--- src/rtl/mem_copy_engine.sv ---
// mem_copy_engine: copies len words from src to dst over a single-port SRAM, two cycles per word.
// Optional running checksum of copied words is enabled by defining MEM_COPY_CHECKSUM_EN.
module mem_copy_engine #(
  parameter int AW   = 14,
  parameter int DW   = 32,
  parameter int LENW = 15
) (
  input  logic            clk,
  input  logic            reset,
  input  logic            start,
  input  logic            abort,
  input  logic [AW-1:0]   src,
  input  logic [AW-1:0]   dst,
  input  logic [LENW-1:0] len,
  output logic            busy,
  output logic            done,
  output logic [LENW-1:0] words_done,
  output logic [DW-1:0]   checksum,
  output logic [AW-1:0]   mem_addr,
  output logic            mem_we,
  output logic [DW-1:0]   mem_wd,
  input  logic [DW-1:0]   mem_rd
);
  typedef enum logic [1:0] {IDLE, READ, WRITE, DONE} state_t;
  state_t state, state_nx;
  logic [AW-1:0]   src_r, dst_r;
  logic [LENW-1:0] len_r;
  logic [DW-1:0]   data_r;
  logic            last;
  // words_done doubles as the word index of the transfer in progress
  assign last = (words_done + 1'b1) == len_r;
  always_comb begin
    state_nx = state;
    case (state)
      IDLE:    state_nx = start ? ((len == '0) ? DONE : READ) : IDLE;
      READ:    state_nx = abort ? DONE : WRITE;
      WRITE:   state_nx = (abort || last) ? DONE : READ;
      default: state_nx = IDLE;
    endcase
  end
  always_ff @(posedge clk or negedge reset) begin
    if (!reset) begin
      state      <= IDLE;
      src_r      <= '0;
      dst_r      <= '0;
      len_r      <= '0;
      data_r     <= '0;
      words_done <= '0;
    end else begin
      state <= state_nx;
      if (state == IDLE && start) begin
        src_r      <= src;
        dst_r      <= dst;
        len_r      <= len;
        words_done <= '0;
      end
      if (state == READ) data_r <= mem_rd;
      if (state == WRITE) words_done <= words_done + 1'b1;
    end
  end
`ifdef MEM_COPY_CHECKSUM_EN
  always_ff @(posedge clk or negedge reset) begin
    if (!reset) checksum <= '0;
    else if (state == IDLE && start) checksum <= '0;
    else if (state == READ && !abort) checksum <= checksum + mem_rd;
  end
`else
  assign checksum = '0;
`endif
  assign busy     = (state == READ) || (state == WRITE);
  assign done     = state == DONE;
  assign mem_we   = state == WRITE;
  assign mem_wd   = data_r;
  assign mem_addr = (state == READ)  ? src_r + words_done[AW-1:0] :
                    (state == WRITE) ? dst_r + words_done[AW-1:0] : '0;
endmodule

--- config.mk ---
export PLATFORM = sky130hd
export DESIGN_NAME = mem_copy_engine
export DESIGN_NICKNAME = d
export VERILOG_FILES = /design/src/rtl/mem_copy_engine.sv
export SDC_FILE = /design/constraint.sdc
export NUM_CORES = 1
export LEC_CHECK = 0
export BUFFER_PORTS_ARGS = -buffer_cell sky130_fd_sc_hd__buf_2
export CAP_MARGIN = 25
export CORE_AREA = 2 2 173 141
export CTS_BUF_LIST = sky130_fd_sc_hd__clkbuf_2
export DETAILED_ROUTE_END_ITERATION = 6
export DIE_AREA = 0 0 175 143
export SLEW_MARGIN = 40
export SYNTH_ARGS = -nofsm -noshare
export SYNTH_HDL_FRONTEND = slang
export SYNTH_SLANG_ARGS = --single-unit
--- constraint.sdc ---
create_clock -name clk -period 4.85 [get_ports clk]
set_input_delay 0.7275 -clock clk [delete_from_list [all_inputs] [get_ports clk]]
set_output_delay 0.7275 -clock clk [all_outputs]
set_load 0.005 [all_outputs]
Word level (Yosys, flattened, before mapping)

Cells that the tools add are included.

Bits in registers: 92
Output and inout port bits: 96
Bits of input ports: 79

Equality and inequality tests: 4
Mux-type cells: 9
$add $sub $neg: 3
Reduce and logical (&&, ||, !) cells: 6

Operators with widths:

| kind                  | number |
|---|---|
| $mux 15               | 2 |
| $add 14x14->14        | 2 |
| $mux 14               | 2 |
| $add 15x1->15 const B | 1 |
| $eq 15x15->1          | 1 |
| $logic_not 15->1      | 1 |
| $mux 2                | 3 |
| $pmux 2 s3            | 1 |
| $eq 2x2->1 const B    | 2 |
| $eq 2x1->1 const B    | 1 |
| $logic_not 2->1       | 1 |
| $logic_or 1x1->1      | 2 |
| $reduce_bool 2->1     | 1 |
| $logic_and 1x1->1     | 1 |
| $mux 1                | 1 |

Logic depth before layout (Yosys ltp)

Gate-level depths: netlist (run 1).

Depth after elaboration: 5
Gate-level depth with buffers: 9
Mapped depth without buffers: 9

Worst setup path before layout (run 1)

Ideal clock, no wire load.

Kind: reg-to-output
Start: reg words_done[0]
End: out mem_addr[12]
Buffers on the path: 0
Required time: 4.123 ns
Arrival time: 2.382 ns
Path slack: 1.741 ns
Cell stages (with the launch flop): 9
Path through: dfrtp_1 -> ha_1 -> fa_1 -> a21o_1 -> a211oi_2 -> o21ai_1 -> a311oi_1 -> o22ai_1 -> a211o_1

Cells in the longest elaborated chain, start to end: 3
Elaborated cells on any way between the ends: 4
Those cells by class: add/sub (2); mux (2)

Ends and longest elaborated chain:

| element                | line | source |
|---|---|---|
| from (decl)            | 17   | `output logic [LENW-1:0] words_done,` |
| from (signal assigned) | 58   | `if (state == WRITE) words_done <= words_done + 1'b1;` |
| $add 14x14->14         | 75   | `(state == WRITE) ? dst_r + words_done[AW-1:0] : '0;` |
| $mux 14                | 75   |  |
| $mux 14 (*)            | 74   | `assign mem_addr = (state == READ) ? src_r + words_done[AW-1:0] :` |
| to (decl)              | 19   | `output logic [AW-1:0] mem_addr,` |

Every way passes the cells marked *; elsewhere a longest branch is shown, timed or not.

Final worst setup path (run 1)

Ends and elaborated chain as after synthesis.

==> flow_metrics.py, run 1 <==
metrics = {
    "global_routing": {
        "grt_pass1_vias": 4229,
        "overflow": 0,
        "use_met2": 0.189,
        "grt_max_degree": 62,
        "grt_pass1_wl_mm": 24.3,
        "track_usage": 0.127,
        "antenna_found_initial": 0,
        "use_met3": 0.0306,
        "top_usage_layer": "met2",
        "grt.met1_usage": 0.186,
    },
    "critical_path": {
        "cp-end-kind": "output port",
        "path_class": "reg2out",
        "crit_required_ps": 4120,
        "critPathArrivalTime_ps": 3560,
        "startpoint_type": "register",
        "crit_fanout": 8,
    },
    "synth": {
        "async_reset_ff_frac": 1.00,
        "synth_area_leaders": "dfrtp_1 40%, mux2_2 15%, ha_1 6.7%",
        "synth-seq-cells": 92,
        "synth_seq_area_share": 0.399,
        "syn-cell-area_um2": 5780,
        "synth-main-ff-cell": "dfrtp_1",
        "synth_edf_count": 0,
        "synth.distinct_cells": 62,
        "yosys.area.top_type": "dfrtp_1",
        "avgSynthCellArea_um2": 10.5,
        "yosysTopAreaCellShare": 0.399,
        "ys_warn_count": 0,
        "syn_inst": 549,
    },
    "floorplan": {
        "core_um2": 23200,
        "ioPinCount": 175,
        "fp.dieW_um": 175,
        "die_area_um2": 25000,
        "rows": 50,
        "initial_core_util": 0.249,
        "die_h_um": 143,
    },
    "routing": {
        "detail-route-antenna-nets": 0,
        "first_pass_iters": 5,
        "drtIter0Drc": 285,
        "wl_per_cell_um": 15.7,
        "vias": 4521,
        "drc_errors": 0,
        "vias_per_cell": 4.53,
        "postRouteWirelength_mm": 15.7,
    },
    "clock_network": {
        "cts_buffer_depth": 2,
        "cts_tree": "built",
        "cts_resized": 0,
        "cts_root_buffer": "clkbuf_2",
        "path_clk_slew_ps": 300,
        "worstSkewPairLatency_ps": 620,
        "h-tree-depth": 3,
        "cts_buffers": 9,
        "cts_sinks": 92,
    },
    "placed_design": {
        "dpl_cell_area_um2": 6690,
        "port_buffers": 142,
        "dp_hpwl_mm": 12.0,
        "place_congestion": 0.830,
        "pre_cts_ws_ps": 1320,
        "dp_cells": 983,
    },
    "timing": {
        "finalWorstSetupSlack_ps": 564,
        "drv_slew": 0,
        "worst_hold_slack_ps": 282,
        "tightestPinTransition_ps": 623,
        "tns_ps": 0,
        "finalClockSkew_ps": 43.1,
        "post-route-min-period_ps": 4290,
        "fmax_mhz": 233,
        "slew_headroom": 0.584,
        "fin_crit_sh": 0.884,
        "rsz0062_at_grt": "false",
        "finalHoldViolCount": 0,
        "setup_violations": 0,
    },
    "job": {
        "maxCapViolCount": 0,
    },
    "layout": {
        "fin_cells": 999,
        "stdcell_area_um2": 6820,
        "layout_common_cells": "141 x buf_2, 92 x dfrtp_1, 75 x mux2_2",
        "diodes": 0,
        "fin_util": 0.294,
        "layout_commonest_cell": "buf_2",
        "area_delta_synth_final_pct": 18.0,
        "drive_above_1_share": 0.367,
        "fin_nets": 795,
    },
    "min_path": {
        "hp-class": "in2reg",
    },
    "power": {
        "vdd_drop_max_uv": 194,
        "powerDensity_nw_per_um2": 535,
        "p_total_mw": 3.64,
        "leakage_nw": 3.19,
    },
    "status": {
        "run_status": "complete, no violations",
    },
}
[flip-flops by register name (all words and copies together), names as in the netlist]
signal / flops
dst_r: 14
src_r: 14
mem_wd: 32
state: 2
words_done: 15
len_r: 15
[cells in the mapped netlist (14+ instances only)]
library cell / instances
a21oi_1: 21
buf_4: 32
nand2_1: 30
o21ai_0: 28
mux2_2: 75
inv_1: 14
xor2_1: 14
nand3_1: 17
ha_1: 31
nor2_1: 20
dfrtp_1: 92
xnor2_1: 29
[cell families (layout without fill, tap and decap cells)]
group,Yosys count,count (layout),share of synthesized area
buf+inv,70,177,0.0689
fa+ha+maj,33,33,0.0741
other cells,1,32,0.000649
compound gates,120,120,0.141
simple gates,114,114,0.103
xor+xnor,43,43,0.0652
mux,76,76,0.148
flops,92,92,0.399
[cell type report]
| cell class | instances | area [um2] |
|---|---|---|
| Clock inverter | 6 | 63.8 |
| Fill cell | 2465 | 16400 |
| Sequential cell | 92 | 2300 |
| Clock buffer | 9 | 45.0 |
| Timing Repair Buffer | 148 | 764 |
| Inverter | 14 | 52.6 |
| Tap cell | 312 | 390 |
| Multi-Input combinational cell | 418 | 3200 |
[worst paths after layout]
kind	from	endpoint	slack, ps	cells after the start
hold / removal	dst[1]	dst_r[1]$_DFFE_PN0P_	280	2
min in group asynchronous	reset	len_r[3]$_DFFE_PN0P_	610	2
setup / recovery	words_done[0]$_DFFE_PN0P_	mem_addr[12]	560	9
max in group asynchronous	reset	src_r[7]$_DFFE_PN0P_	3310	3
setup reg to reg	words_done[1]$_DFFE_PN0P_	state[1]$_DFF_PN0_	2190	7
hold reg to reg	mem_wd[11]$_DFFE_PN0P_	mem_wd[11]$_DFFE_PN0P_	530	1
[critical path, cell delays in order (launching register included)]
cell	delay [ps]
dfrtp_1	570
ha_1	290
fa_1	420
a21o_1	210
a211oi_2	350
o21ai_1	190
a311oi_1	300
o22ai_1	130
a211o_1	320
buf_2	130
[what timing repair did]
item | CTS | global route
setup buffers | 0 | 0
hold buffers | 0 | 1
hold endpoints to repair | 0 | 5
[metal layers]
| layer | vias up | wire [um] |
|---|---|---|
| met2 | 176 | 6790 |
| met1 | 2146 | 7790 |
| met3 | 11 | 931 |
| met5 | - | 0 |
| li1 | 2188 | - |
| met4 | 0 | 136 |
[report_power, final]
part           switching, mW  internal, mW  total [mW]
clock network          0.297         0.118       0.414
logic                  0.902         0.951        1.85
registers              0.270          1.11        1.38
(Power assumes the default switching activity.)
==> run 2: changes to the inputs <==
--- a/config.mk
+++ b/config.mk
@@ -5,7 +5,7 @@
 export SDC_FILE = /design/constraint.sdc
 export NUM_CORES = 1
 export LEC_CHECK = 0
-export BUFFER_PORTS_ARGS = -buffer_cell sky130_fd_sc_hd__buf_2
+export BUFFER_PORTS_ARGS = -buffer_cell sky130_fd_sc_hd__buf_4
 export CAP_MARGIN = 25
 export CORE_AREA = 2 2 173 141
 export CTS_BUF_LIST = sky130_fd_sc_hd__clkbuf_2
==> flow_metrics.py, run 2 (synthesized netlist as in run 1, its figures left out) <==
metrics = {
    "critical_path": {
        "r2r-start": "words_done[1]$_DFFE_PN0P_",
        "reg2reg_to": "state[1]$_DFF_PN0_",
        "slowest_delay_ps": 550,
        "startpoint_type": "register",
        "path_class": "reg2out",
        "crit_required_ps": 4120,
        "crit_slowest_cell": "dfrtp_1",
        "crit_fanout": 8,
        "critPathArrivalTime_ps": 3490,
        "cp-end-kind": "output port",
        "r2r_cells": 7,
        "r2r_slack_ps": 2210,
        "crit_path_cell_trace": "ha_1 -> fa_1 -> a21o_1 -> a211oi_2 -> o21ai_1 -> a311oi_1 -> o22ai_1 -> a211o_1 -> buf_4",
    },
    "layout": {
        "drive_above_1_share": 0.369,
        "layout_commonest_cell": "buf_4",
        "largest_reg_flops": 32,
        "layout_common_cells": "146 x buf_4, 92 x dfrtp_1, 75 x mux2_2",
        "diodes": 0,
        "n_fill_cell": 2436,
        "fin_nets": 794,
        "area_delta_synth_final_pct": 24.3,
    },
    "timing": {
        "fmax_mhz": 237,
        "tightestPinTransition_ps": 653,
        "post-route-min-period_ps": 4220,
        "finalHoldViolCount": 0,
        "tns_ps": 0,
        "setup_violations": 0,
        "finalClockSkew_ps": 18.5,
        "worst_hold_slack_ps": 69.4,
        "drv_slew": 0,
        "rsz0062_at_grt": "false",
        "fin_crit_sh": 0.870,
        "slew_headroom": 0.564,
    },
    "clock_network": {
        "cts_root_buffer": "clkbuf_2",
        "h-tree-depth": 3,
        "cts_tree": "built",
        "ctsHoldBuffers": 0,
        "cts_resized": 0,
        "cts_sinks": 92,
        "path_clk_slew_ps": 240,
        "postCtsSetupBuffers": 0,
        "cts_buffer_depth": 2,
        "worstSkewPairLatency_ps": 600,
        "cts_buffers": 9,
    },
    "global_routing": {
        "grt_pass1_wl_mm": 24.4,
        "overflow": 0,
        "track_usage": 0.127,
        "grt_pass1_vias": 4330,
        "antenna_found_initial": 0,
        "grt_max_degree": 67,
    },
    "power": {
        "powerDensity_nw_per_um2": 534,
        "vdd_drop_max_uv": 168,
        "clockPowerShare": 0.117,
        "p_seq_frac": 0.362,
        "switchingPower_mw": 1.46,
        "leakage_nw": 3.29,
        "swShare": 0.382,
        "p_int_mw": 2.37,
        "power_frac_comb": 0.521,
    },
    "routing": {
        "first_pass_iters": 7,
        "vias": 4560,
        "detail-route-antenna-nets": 0,
        "drtIter0Drc": 329,
        "drc_errors": 0,
        "wl_per_cell_um": 15.7,
        "vias_per_cell": 4.57,
        "postRouteWirelength_mm": 15.7,
    },
    "placed_design": {
        "port_buffers": 142,
        "place_congestion": 0.856,
        "dp_hpwl_mm": 12.0,
    },
    "floorplan": {
        "core_um2": 23200,
        "ioPinCount": 175,
        "fp.dieW_um": 175,
        "initial_core_util": 0.249,
        "die_area_um2": 25000,
        "rows": 50,
        "die_h_um": 143,
    },
    "status": {
        "run_status": "complete, no violations",
    },
    "min_path": {
        "hp-class": "in2async",
    },
    "job": {
        "maxCapViolCount": 0,
    },
}
==> run 2: cell count changes in the layout (fill, tap and decap cells not counted), sizes merged <==
cell | previous run | this run
clkbuf | 9 | 11
clkinv | 2 | 0
inv | 16 | 14
bufinv | 1 | 2
clkinvlp | 1 | 2
dlygate4sd3 | 1 | 0
==> run 2: area by class of cell <==
cell class | count | area (um2) | share of cell area
flip-flops and latches | 92 | 2300 | 0.321
clock inverters | 4 | 75.1 | 0.0105
clock buffers | 11 | 55.1 | 0.00767
well taps | 312 | 390 | 0.0544
repair buffers | 147 | 1110 | 0.154
multi-input cells | 418 | 3200 | 0.445
inverters | 14 | 52.6 | 0.00732
==> run 2: layer usage <==
metal,GRT usage,up-vias,part of all wire
li1,-,2196,-
met2,0.186,154,0.43
met4,0.0333,0,0.011
met5,0,-,0
met1,0.182,2195,0.49
met3,0.0351,15,0.061
==> run 2: how the worst max path moves through the flow <==
stage / start / end / cells past startpoint
floorplan: words_done[0]$_DFFE_PN0P_ / mem_addr[12] / 8
global placement: words_done[0]$_DFFE_PN0P_ / mem_addr[12] / 9
detailed placement: words_done[0]$_DFFE_PN0P_ / mem_addr[12] / 9
CTS: words_done[0]$_DFFE_PN0P_ / mem_addr[12] / 9
global route: words_done[0]$_DFFE_PN0P_ / mem_addr[12] / 9
finish: words_done[0]$_DFFE_PN0P_ / mem_addr[12] / 9
==> run 2: power by group through the flow <==
stage	clock, mW	sequential (mW)	combinational [mW]
CTS	0.472	1.39	2.02
detailed placement	0	1.41	2.01
global placement	0	1.39	1.99
finish	0.450	1.39	2.00
global route	0.498	1.43	2.21
floorplan	0	1.33	1.30
==> run 2: worst max-delay path: cells and delay by family, from the launching register on <==
family                   cells  cell delay, ps
AO/OA/AOI/OAI                6            1470
adder cells (fa/ha/maj)      2             710
flip-flops                   1             550
buffers and inverters        1             140
==> run 2: metrics by stage <==
step	power [mW]	utilization	setup slack [ps]	cell area, um2	instances
detailed placement	3.42	0.304	1360	7050	983
global placement	3.38	0.304	1350	7050	983
floorplan	2.63	-	1740	5890	580
CTS	3.88	0.309	603	7180	998
finish	3.83	0.309	632	7180	998
global route	4.14	0.309	340	7180	998
==> run 3: changes to the inputs <==
--- a/config.mk
+++ b/config.mk
@@ -7,11 +7,15 @@
 export LEC_CHECK = 0
 export BUFFER_PORTS_ARGS = -buffer_cell sky130_fd_sc_hd__buf_4
 export CAP_MARGIN = 25
+export CELL_PAD_IN_SITES_DETAIL_PLACEMENT = 2
+export CELL_PAD_IN_SITES_GLOBAL_PLACEMENT = 2
 export CORE_AREA = 2 2 173 141
 export CTS_BUF_LIST = sky130_fd_sc_hd__clkbuf_2
 export DETAILED_ROUTE_END_ITERATION = 6
 export DIE_AREA = 0 0 175 143
+export PLACE_DENSITY_LB_ADDON = 0.1
 export SLEW_MARGIN = 40
 export SYNTH_ARGS = -nofsm -noshare
 export SYNTH_HDL_FRONTEND = slang
 export SYNTH_SLANG_ARGS = --single-unit
+export TNS_END_PERCENT = 5
==> flow_metrics.py, run 3 (synthesized netlist as in run 1, its figures left out) <==
metrics = {
    "status": {
        "run_status": "complete, no violations",
    },
    "power": {
        "powerDensity_nw_per_um2": 544,
        "p_seq_frac": 0.357,
        "p_int_mw": 2.37,
        "swShare": 0.394,
        "clockPowerShare": 0.119,
        "vdd_drop_max_uv": 196,
        "leakage_nw": 3.31,
        "switchingPower_mw": 1.54,
        "power_frac_comb": 0.524,
    },
    "clock_network": {
        "h-tree-depth": 3,
        "postCtsSetupBuffers": 0,
        "cts_buffers": 9,
        "path_clk_slew_ps": 290,
        "cts_buffer_depth": 2,
        "worstSkewPairLatency_ps": 620,
        "cts_tree": "built",
        "cts_root_buffer": "clkbuf_2",
        "cts_sinks": 92,
    },
    "timing": {
        "fmax_mhz": 235,
        "finalClockSkew_ps": 39.4,
        "finalWorstSetupSlack_ps": 595,
        "rsz0062_at_grt": "false",
        "finalHoldViolCount": 0,
        "slew_headroom": 0.537,
        "post-route-min-period_ps": 4260,
        "drv_slew": 0,
        "tns_ps": 0,
        "fin_crit_sh": 0.877,
        "setup_violations": 0,
        "tightestPinTransition_ps": 694,
    },
    "layout": {
        "drive_above_1_share": 0.368,
        "layout_common_cells": "147 x buf_4, 92 x dfrtp_1, 75 x mux2_2",
        "largest_reg_flops": 32,
        "area_delta_synth_final_pct": 24.6,
        "fin_nets": 795,
        "stdcell_area_um2": 7200,
        "layout_commonest_cell": "buf_4",
    },
    "critical_path": {
        "crit_required_ps": 4120,
        "critPathArrivalTime_ps": 3530,
        "critPathBufInv": 1,
        "path_delay_family": "compound AO/OA/AOI/OAI gates",
        "slowest_delay_ps": 560,
        "path_class": "reg2out",
        "crit_slowest_cell": "dfrtp_1",
        "crit_fanout": 8,
        "startpoint_type": "register",
        "cp-end-kind": "output port",
        "crit_path_cell_trace": "ha_1 -> fa_1 -> a21o_1 -> a211oi_2 -> o21ai_1 -> a311oi_1 -> o22ai_1 -> a211o_1 -> buf_4",
    },
    "global_routing": {
        "antenna_found_initial": 2,
        "overflow": 0,
        "track_usage": 0.153,
        "grt_pass1_wl_mm": 29.5,
        "grt_pass1_vias": 5155,
        "grt_max_degree": 51,
    },
    "floorplan": {
        "core_um2": 23200,
        "initial_core_util": 0.249,
        "die_area_um2": 25000,
        "rows": 50,
        "die_h_um": 143,
        "ioPinCount": 175,
        "fp.dieW_um": 175,
    },
    "placed_design": {
        "dp_hpwl_mm": 14.9,
        "pre_cts_ws_ps": 1290,
        "place_congestion": 0.783,
        "dpl_cell_area_um2": 7050,
        "port_buffers": 142,
    },
    "min_path": {
        "hp-class": "in2reg",
    },
    "routing": {
        "drc_errors": 0,
        "detail-route-antenna-nets": 0,
        "postRouteWirelength_mm": 19.1,
        "first_pass_iters": 4,
        "drtIter0Drc": 206,
        "wl_per_cell_um": 19.0,
        "vias_per_cell": 4.68,
        "vias": 4684,
    },
    "job": {
        "maxCapViolCount": 0,
    },
}
## run 3: cell type report
type                       instances  area, um2
sequential                        92       2300
fill                            2568      16000
multi-input combinational        418       3200
timing repair buffer             148       1110
clock buffer                       9       45.0
tap                              312        390
antenna                            1       2.50
clock inverter                     7       90.1
inverter                          14       52.6
## run 3: power groups by stage
stage	registers, mW	clock network [mW]	logic [mW]
2_1_floorplan	1.33	0	1.30
3_3_place_gp	1.41	0	2.02
3_5_place_dp	1.43	0	2.10
4_1_cts	1.41	0.499	2.10
5_1_grt	1.45	0.522	2.28
6_report	1.40	0.465	2.05
## run 3: final timing paths
kind	from	to	slack, ps	cells past startpoint
max	words_done[0]$_DFFE_PN0P_	mem_addr[12]	590	9
min	src[1]	src_r[1]$_DFFE_PN0P_	310	2
max reg2reg	words_done[1]$_DFFE_PN0P_	state[1]$_DFF_PN0_	2040	7
min reg2reg	mem_wd[12]$_DFFE_PN0P_	mem_wd[12]$_DFFE_PN0P_	550	1
max in group asynchronous	reset	state[1]$_DFF_PN0_	3080	3
min in group asynchronous	reset	dst_r[6]$_DFFE_PN0P_	610	2
## run 3: what timing repair did
| item | 4_1_cts | 5_1_grt |
|---|---|---|
| gates resized for setup | 0 | 0 |
| hold buffers | 1 | 0 |
| hold endpoints to repair | 1 | 0 |
## run 3: layer usage
| layer | wire, um | GRT usage |
|---|---|---|
| met1 | 9100 | 0.209 |
| met2 | 9120 | 0.254 |
| met3 | 734 | 0.0325 |
| met4 | 114 | 0.0250 |
| met5 | 0 | 0 |
## run 3: per-stage QoR
step / std cells / hold WS (ps) / power, mW / util
final: 1001 / 306 / 3.91 / 0.310
after global routing: 1001 / 219 / 4.25 / 0.310
after CTS: 1000 / 216 / 4.01 / 0.310
after detailed placement: 983 / 502 / 3.53 / 0.304
after global placement: 983 / 494 / 3.43 / 0.304
after floorplan: 580 / 432 / 2.63 / -
